File: src/rtl/kernel_scheduler.sv
// Round-robin share of one iterative kernel among NUM_REQ requesters; one job in flight, watchdog abort.
// Job cost is kernel latency + 2 cycles (grant, response); resp_ready low holds RESP and blocks all grants.
module kernel_scheduler #(
    parameter int NUM_REQ = 4,
    parameter int DATA_W  = 16,
    parameter int TIMEOUT = 2048,
    parameter int IDW     = $clog2(NUM_REQ)
) (
    input  logic                      clk,
    input  logic                      rst,
    input  logic [NUM_REQ-1:0]        req_valid,
    input  logic [NUM_REQ*DATA_W-1:0] req_data,
    output logic [NUM_REQ-1:0]        req_ready,
    output logic                      resp_valid,
    output logic [DATA_W-1:0]         resp_data,
    output logic [IDW-1:0]            resp_id,
    output logic                      resp_error,
    input  logic                      resp_ready,
    output logic [DATA_W-1:0]         k_in_data,
    output logic                      k_in_valid,
    input  logic [DATA_W-1:0]         k_out_data,
    input  logic                      k_out_valid,
    output logic                      busy
);

    localparam int WDW = $clog2(TIMEOUT);

    typedef enum logic [1:0] {IDLE, RUN, RESP} state_t;

    state_t              state_q, state_d;
    logic [IDW-1:0]      ptr_q, ptr_d;
    logic [WDW-1:0]      wdog_q, wdog_d;
    logic [DATA_W-1:0]   seed_q, seed_d;
    logic [IDW-1:0]      id_q, id_d;
    logic [DATA_W-1:0]   rdata_q, rdata_d;
    logic                rerr_q, rerr_d;

    logic [NUM_REQ-1:0]  grant_oh;
    logic [IDW-1:0]      gidx;
    logic                found;
    logic [IDW:0]        idx_w;
    logic [IDW-1:0]      idx;

    // First asserted request at or after the pointer, searching upward with wrap.
    always_comb begin
        grant_oh = '0;
        gidx     = '0;
        found    = 1'b0;
        idx_w    = '0;
        idx      = '0;
        for (int k = 0; k < NUM_REQ; k++) begin
            idx_w = {1'b0, ptr_q} + (IDW+1)'(k);
            if (idx_w >= (IDW+1)'(NUM_REQ)) begin
                idx_w = idx_w - (IDW+1)'(NUM_REQ);
            end
            idx = idx_w[IDW-1:0];
            if (!found && req_valid[idx]) begin
                found = 1'b1;
                gidx  = idx;
            end
        end
        if (found) begin
            grant_oh[gidx] = 1'b1;
        end
    end

    always_comb begin
        state_d = state_q;
        ptr_d   = ptr_q;
        wdog_d  = wdog_q;
        seed_d  = seed_q;
        id_d    = id_q;
        rdata_d = rdata_q;
        rerr_d  = rerr_q;
        case (state_q)
            IDLE: begin
                if (found) begin
                    seed_d  = req_data[int'(gidx)*DATA_W +: DATA_W];
                    id_d    = gidx;
                    ptr_d   = (gidx == IDW'(NUM_REQ-1)) ? '0 : gidx + 1'b1;
                    wdog_d  = '0;
                    state_d = RUN;
                end
            end
            RUN: begin
                wdog_d = wdog_q + 1'b1;
                // A result arriving on the last watchdog cycle still counts as success.
                if (k_out_valid) begin
                    rdata_d = k_out_data;
                    rerr_d  = 1'b0;
                    state_d = RESP;
                end else if (wdog_q == WDW'(TIMEOUT-1)) begin
                    rdata_d = '0;
                    rerr_d  = 1'b1;
                    state_d = RESP;
                end
            end
            RESP: begin
                if (resp_ready) begin
                    state_d = IDLE;
                end
            end
            default: state_d = IDLE;
        endcase
    end

    always_ff @(posedge clk) begin
        if (rst) begin
            state_q <= IDLE;
            ptr_q   <= '0;
            wdog_q  <= '0;
            seed_q  <= '0;
            id_q    <= '0;
            rdata_q <= '0;
            rerr_q  <= 1'b0;
        end else begin
            state_q <= state_d;
            ptr_q   <= ptr_d;
            wdog_q  <= wdog_d;
            seed_q  <= seed_d;
            id_q    <= id_d;
            rdata_q <= rdata_d;
            rerr_q  <= rerr_d;
        end
    end

    // in_valid tracks RUN exactly, so every RESP cycle gives the kernel its counter-clearing low.
    assign req_ready  = (state_q == IDLE) ? grant_oh : '0;
    assign resp_valid = (state_q == RESP);
    assign k_in_valid = (state_q == RUN);
    assign busy       = (state_q != IDLE);
    assign k_in_data  = seed_q;
    assign resp_id    = id_q;
    assign resp_data  = rdata_q;
    assign resp_error = rerr_q;

endmodule
File: config.mk
export PLATFORM = sky130hd
export DESIGN_NAME = kernel_scheduler
export DESIGN_NICKNAME = d
export VERILOG_FILES = /design/src/rtl/kernel_scheduler.sv
export SDC_FILE = /design/constraint.sdc
export NUM_CORES = 1
export LEC_CHECK = 0
export CAP_MARGIN = 20
export CELL_PAD_IN_SITES_DETAIL_PLACEMENT = 0
export CELL_PAD_IN_SITES_GLOBAL_PLACEMENT = 2
export CORE_MARGIN = 5
export CORE_UTILIZATION = 25
export CTS_BUF_LIST = sky130_fd_sc_hd__clkbuf_8
export CTS_CLUSTER_SIZE = 24
export DETAILED_ROUTE_END_ITERATION = 6
export PLACE_DENSITY = 0.95
export SYNTH_ARGS = -nofsm -noshare
export SYNTH_HDL_FRONTEND = slang
export SYNTH_SLANG_ARGS = --single-unit
File: constraint.sdc
create_clock -name clk -period 7.21 [get_ports clk]
set_clock_uncertainty 0.1 [all_clocks]
set_input_delay 2.163 -clock clk [delete_from_list [all_inputs] [get_ports clk]]
set_output_delay 2.163 -clock clk [all_outputs]
set_load 0.01 [all_outputs]
Word level (Yosys, flattened, before mapping)

Index checks and enable logic that the tools add are counted.

Shift operators: 1
Reductions and logical operators: 15
Muxes and demuxes: 36
Order comparisons: 10
Eq/ne operators: 7
Add/sub/neg operators: 9

Operator list:

| kind                                                                                 | number |
|---|---|
| 64-bit by 7-bit indexed part select with 16-bit output                               | 1 |
| 16-bit two-way mux                                                                   | 2 |
| 2-bit two-way mux                                                                    | 13 |
| 11-bit one-hot mux with 2 select lines                                               | 1 |
| 2-bit by 3-bit < comparator with 1-bit output (second input constant)                | 5 |
| 11-bit by 1-bit adder with 11-bit output (second input constant)                     | 1 |
| 11-bit equality test (second input constant)                                         | 1 |
| 1-bit two-way mux                                                                    | 11 |
| 11-bit two-way mux                                                                   | 1 |
| 3-bit greater-or-equal comparator (second input constant)                            | 3 |
| 1-bit binary-select mux with 2-bit select                                            | 4 |
| 4-bit two-way mux                                                                    | 2 |
| 2-bit by 1-bit subtractor with 2-bit output (second input constant)                  | 4 |
| 2-bit by 2-bit adder with 3-bit output (second input constant)                       | 2 |
| 2-bit one-hot mux with 3 select lines                                                | 1 |
| 2-bit AND reduction                                                                  | 3 |
| 2-bit nonzero test                                                                   | 3 |
| 2-bit equality test (second input constant)                                          | 2 |
| 1-bit logical AND                                                                    | 4 |
| 2-bit by 1-bit adder with 3-bit output (second input constant)                       | 1 |
| 2-bit by 3-bit greater-or-equal comparator with 1-bit output (second input constant) | 1 |
| 1-bit logical NOT                                                                    | 3 |
| 3-bit by 1-bit != test with 1-bit output (second input constant)                     | 1 |
| 3-bit AND reduction                                                                  | 1 |
| 7 further kinds                                                                      | 7 |

Output and inout bits: 42
Input bits: 88
Bits in registers: 50
Logic and storage cells: 85

Longest topological paths before layout

Word-level depth: 20
Mapped depth: 8
Gate-level depth less buffers: 7

Worst setup path before layout

OpenSTA, ideal clock, no wires.

Path type: input to output
Start point: in req_valid[2]
End point: out req_ready[3]
Arrival time: 3.497 ns
Stages on the path: 7
Path buffers: 2
Data required time: 4.947 ns
Slack: 1.450 ns
Cell sequence: nor2b_1 -> or4b_4 -> buf_6 -> nand2_8 -> buf_6 -> ha_1 -> and2_1

Cells in the longest elaborated chain, start to end: 18
Elaborated cells on any way between the ends: 29
Those cells by class: 2 x order compare; 20 x mux; 7 x reduce/logical

Ends and longest elaborated chain:

| what                                                                                                                                                | RTL line | source |
|---|---|---|
| start: declaration                                                                                                                                  | 11       | `input logic [NUM_REQ-1:0] req_valid,` |
| 1-bit binary-select mux with 2-bit select                                                                                                           | 57       | `if (!found && req_valid[idx]) begin` |
| 1-bit two-way mux (implied by the code)                                                                                                             | 57       |  |
| 1-bit two-way mux                                                                                                                                   | 57       |  |
| 1-bit logical NOT                                                                                                                                   | 57       |  |
| 1-bit logical AND                                                                                                                                   | 57       |  |
| 1-bit two-way mux                                                                                                                                   | 57       |  |
| 1-bit logical NOT                                                                                                                                   | 57       |  |
| 1-bit logical AND                                                                                                                                   | 57       |  |
| [... 2 more ...]                                                                                                                                    | -        |  |
| 1-bit logical AND                                                                                                                                   | 57       |  |
| 2-bit two-way mux                                                                                                                                   | 57       |  |
| 2-bit by 3-bit < comparator with 1-bit output (implied by the code) or 2-bit by 1-bit greater-or-equal comparator with 1-bit output (tied branches) | 63       | `grant_oh[gidx] = 1'b1;` |
| 1-bit logical AND (implied by the code)                                                                                                             | 63       |  |
| 1-bit two-way mux (implied by the code)                                                                                                             | 63       |  |
| 1-bit demux with 2-bit select                                                                                                                       | 63       |  |
| 4-bit two-way mux (*)                                                                                                                               | 62       | `if (found) begin` |
| 4-bit two-way mux (*)                                                                                                                               | 128      | `assign req_ready = (state_q == IDLE) ? grant_oh : '0;` |
| end: declaration                                                                                                                                    | 13       | `output logic [NUM_REQ-1:0] req_ready,` |

Mark *: on every way between the ends. The rest lies on a longest branch, timed or not. The select of a mux whose other input is x is not followed.

Final worst setup path

Start point: in req_valid[3]
End point: out req_ready[3]

The elaborated chain is that of the path after synthesis.

==> reports/results.txt <==
Synth Register Bits - 50
non-filler cells, final - 548
Mapped Cells - 289
CP bufs+invs - 2
Power Density - 197 mW/mm^2
delay of the slowest critical-path stage - 0.73 ns
CORE AREA - 0.0107 sq mm
DP Wirelength - 6.32 mm
synthesized area - 0.00271 sq mm
CTS-repair resized insts - 0
vias per inst - 4.75
WS Path Type - primary input to output pin
crit path from - req_valid[3]
Worst-path clk slew - 0.10 ns
f_max - 147 MHz
number of synthesized flops with an enable pin - 0
CP arrival - 4.54 ns
GR Overflow Total - 0
TritonCTS clock tree - done
Crit-path slowest cell - or4b_4
fill count - 1142
Crit. End Element - output pin
ANT nets after route - 0
Fin. Hold Viols - 0
Clock Sink Count - 50
layout cell share with drive strength beyond 1 - 14.0%
area delta synth->final - 53.5%
CTS Buffer Depth - 2
routed len/inst - 15.9 um
Setup crit start kind - primary input
antenna violations before repair - 0
Critical Path RT - 4.95 ns
slew at the pin with the worst max-slew slack - 0.885 ns
Diodes inserted - 0
DIE WIDTH - 114 um
total power draw - 819 uW
Synth cell types - 46
Post-Route WL - 8.73 mm
status - finished, final reports clean
crit-path cells - clkdlybuf4s50_1, nor2_1, or4b_4, nand2_8, ha_1, and2_1, clkdlybuf4s50_1
hold buffer count at cts - 0
sequential share of the synthesized area - 36.9%
setup TNS - 0 ns
worst hold path class - flop to flop
DP Cell Count - 538
vias in the first global route - 2576
number of port buffers - 129
min cycle time layout - 6.80 ns
CP top delay family - buffers and inverters
hold_sp - k_in_data[1]
Max rail drop VDD - 89.7 uV
detailed-route via count - 2603
CTS Buf Count - 5
pin count of the biggest net entering global routing - 34
first-pass GRT wire length - 13.8 mm
Max Cap Viol - 0
H-tree Lvls - 2
Placer Congestion - 0.771
syn nets - 379
die area - 0.0130 sq mm
Tcrit/Tclk final - 94.4%
critical-path maximum fanout - 33
# DRC - 0
ys async rst share - 0%
initial drt markers - 216
nets - 497
Rows - 38
# IOs - 130
Tot GR Track Use - 13.1%
drt first pass iters - 4
Max-slew headroom - 41.0%
fin. max-slew vios - 0
final setup fails - 0
clock tree root driver cell - clkbuf_8
leakage power - 0.00152 uW
Synth Area per Inst - 9.38 sq um
Critical R2R Launch - ptr_q[0]
yosys warns - 0
Initial Util - 25.2%
die height - 114 um
crit-path most repeated cell - clkdlybuf4s50_1
clk_lat worst skew - 0.30 ns
Primary FF master, synth - dfxtp_1
RSZ-0062 raised after global routing - false
post-CTS setup buffer count - 0
==> cells in the final DEF, fill, tap and decap left out, drive strengths merged, types with 2 or more instances in the layout <==
cell type      instances
a31oi                  2
nor3                   3
nor2                  20
clkdlybuf4s50        129
buf                    6
or2                    3
nand4                  2
nand2b                 2
inv                    5
nand3                  4
and3                  35
nand2                 33
a22o                  16
nor2b                  5
or3                    3
clkbuf                 6
o21ai                  5
o31ai                 16
a311oi                 4
dfxtp                 50
a21oi                 10
ha                     2
a211oi                32
==> through the flow <==
stage / utilization [%] / hold slack (ns) / setup slack, ns / instance area, sq um
floorplan: - / 0.343 / 1.45 / 2710
global placement: 37.6 / 0.338 / 0.148 / 4040
detailed placement: 37.6 / 0.344 / 0.0781 / 4040
CTS: 38.5 / 0.369 / 0.0648 / 4140
global route: 38.7 / 0.401 / 0.290 / 4160
finish: 38.7 / 0.365 / 0.406 / 4160
==> synthesized netlist by cell type, types with 5 or more instances <==
master	count	area (sq um)
dfxtp_1	50	1000
and3_1	35	219
nand2_1	32	120
a211oi_2	22	275
nor2_1	20	75.1
a22o_1	16	140
o31ai_2	12	150
a211oi_1	10	75.1
a21oi_1	10	50.1
buf_2	7	35.0
clkbuf_1	7	26.3
buf_6	6	67.6
nor2b_1	5	31.3
o21ai_0	5	25.0
==> logic make-up (layout without fill, tap and decap cells) <==
logic type	after synthesis	in the layout	synth area share, %
flip-flops	50	50	36.9
AO/OA/AOI/OAI	90	90	31.3
multiplexers	2	2	0.785
AND/OR/NAND/NOR	116	116	22.6
XOR/XNOR	1	1	0.323
buffers and inverters	28	147	7.16
adder cells (fa/ha/maj)	2	2	0.923
==> sequential cells by signal, indices dropped and copies added, names as in the netlist <==
register    count
resp_error      1
resp_id         2
ptr_q           2
wdog_q         11
k_in_data      16
resp_data      16
state_q         2
==> power by group <==
group | internal [uW] | switching (uW)
clock | 71.7 | 103
combinational | 166 | 157
sequential | 305 | 16.3
==> tightest hold or removal path, delay by kind of cell (launching register included) <==
family / cells / cell delay [ns]
compound gates: 1 / 0.05
flops: 1 / 0.34
simple gates: 1 / 0.05
==> per-layer routing <==
metal  track usage, %  wire length, um
met4             3.40              119
met5                0                0
met2             20.2             3920
met3             2.75              504
met1             18.7             4190
==> cell type report <==
cell class	instances	area (sq um)	area share, %
clock buffer	5	68.8	1.65
clock inverter	3	26.3	0.632
inverter	3	11.3	0.271
multi-input combinational	211	1530	36.7
sequential	50	1000	24.1
tap	140	175	4.21
timing repair buffer	136	1350	32.5
==> final timing paths <==
kind,end,slack (ns),cells after the start
max,req_ready[3],0.41,7
min,k_in_data[1],0.36,2
max reg2reg,k_in_data[15],4.83,6
min reg2reg,k_in_data[1],0.36,2
No activity file was read; power rests on OpenSTA's default activity.
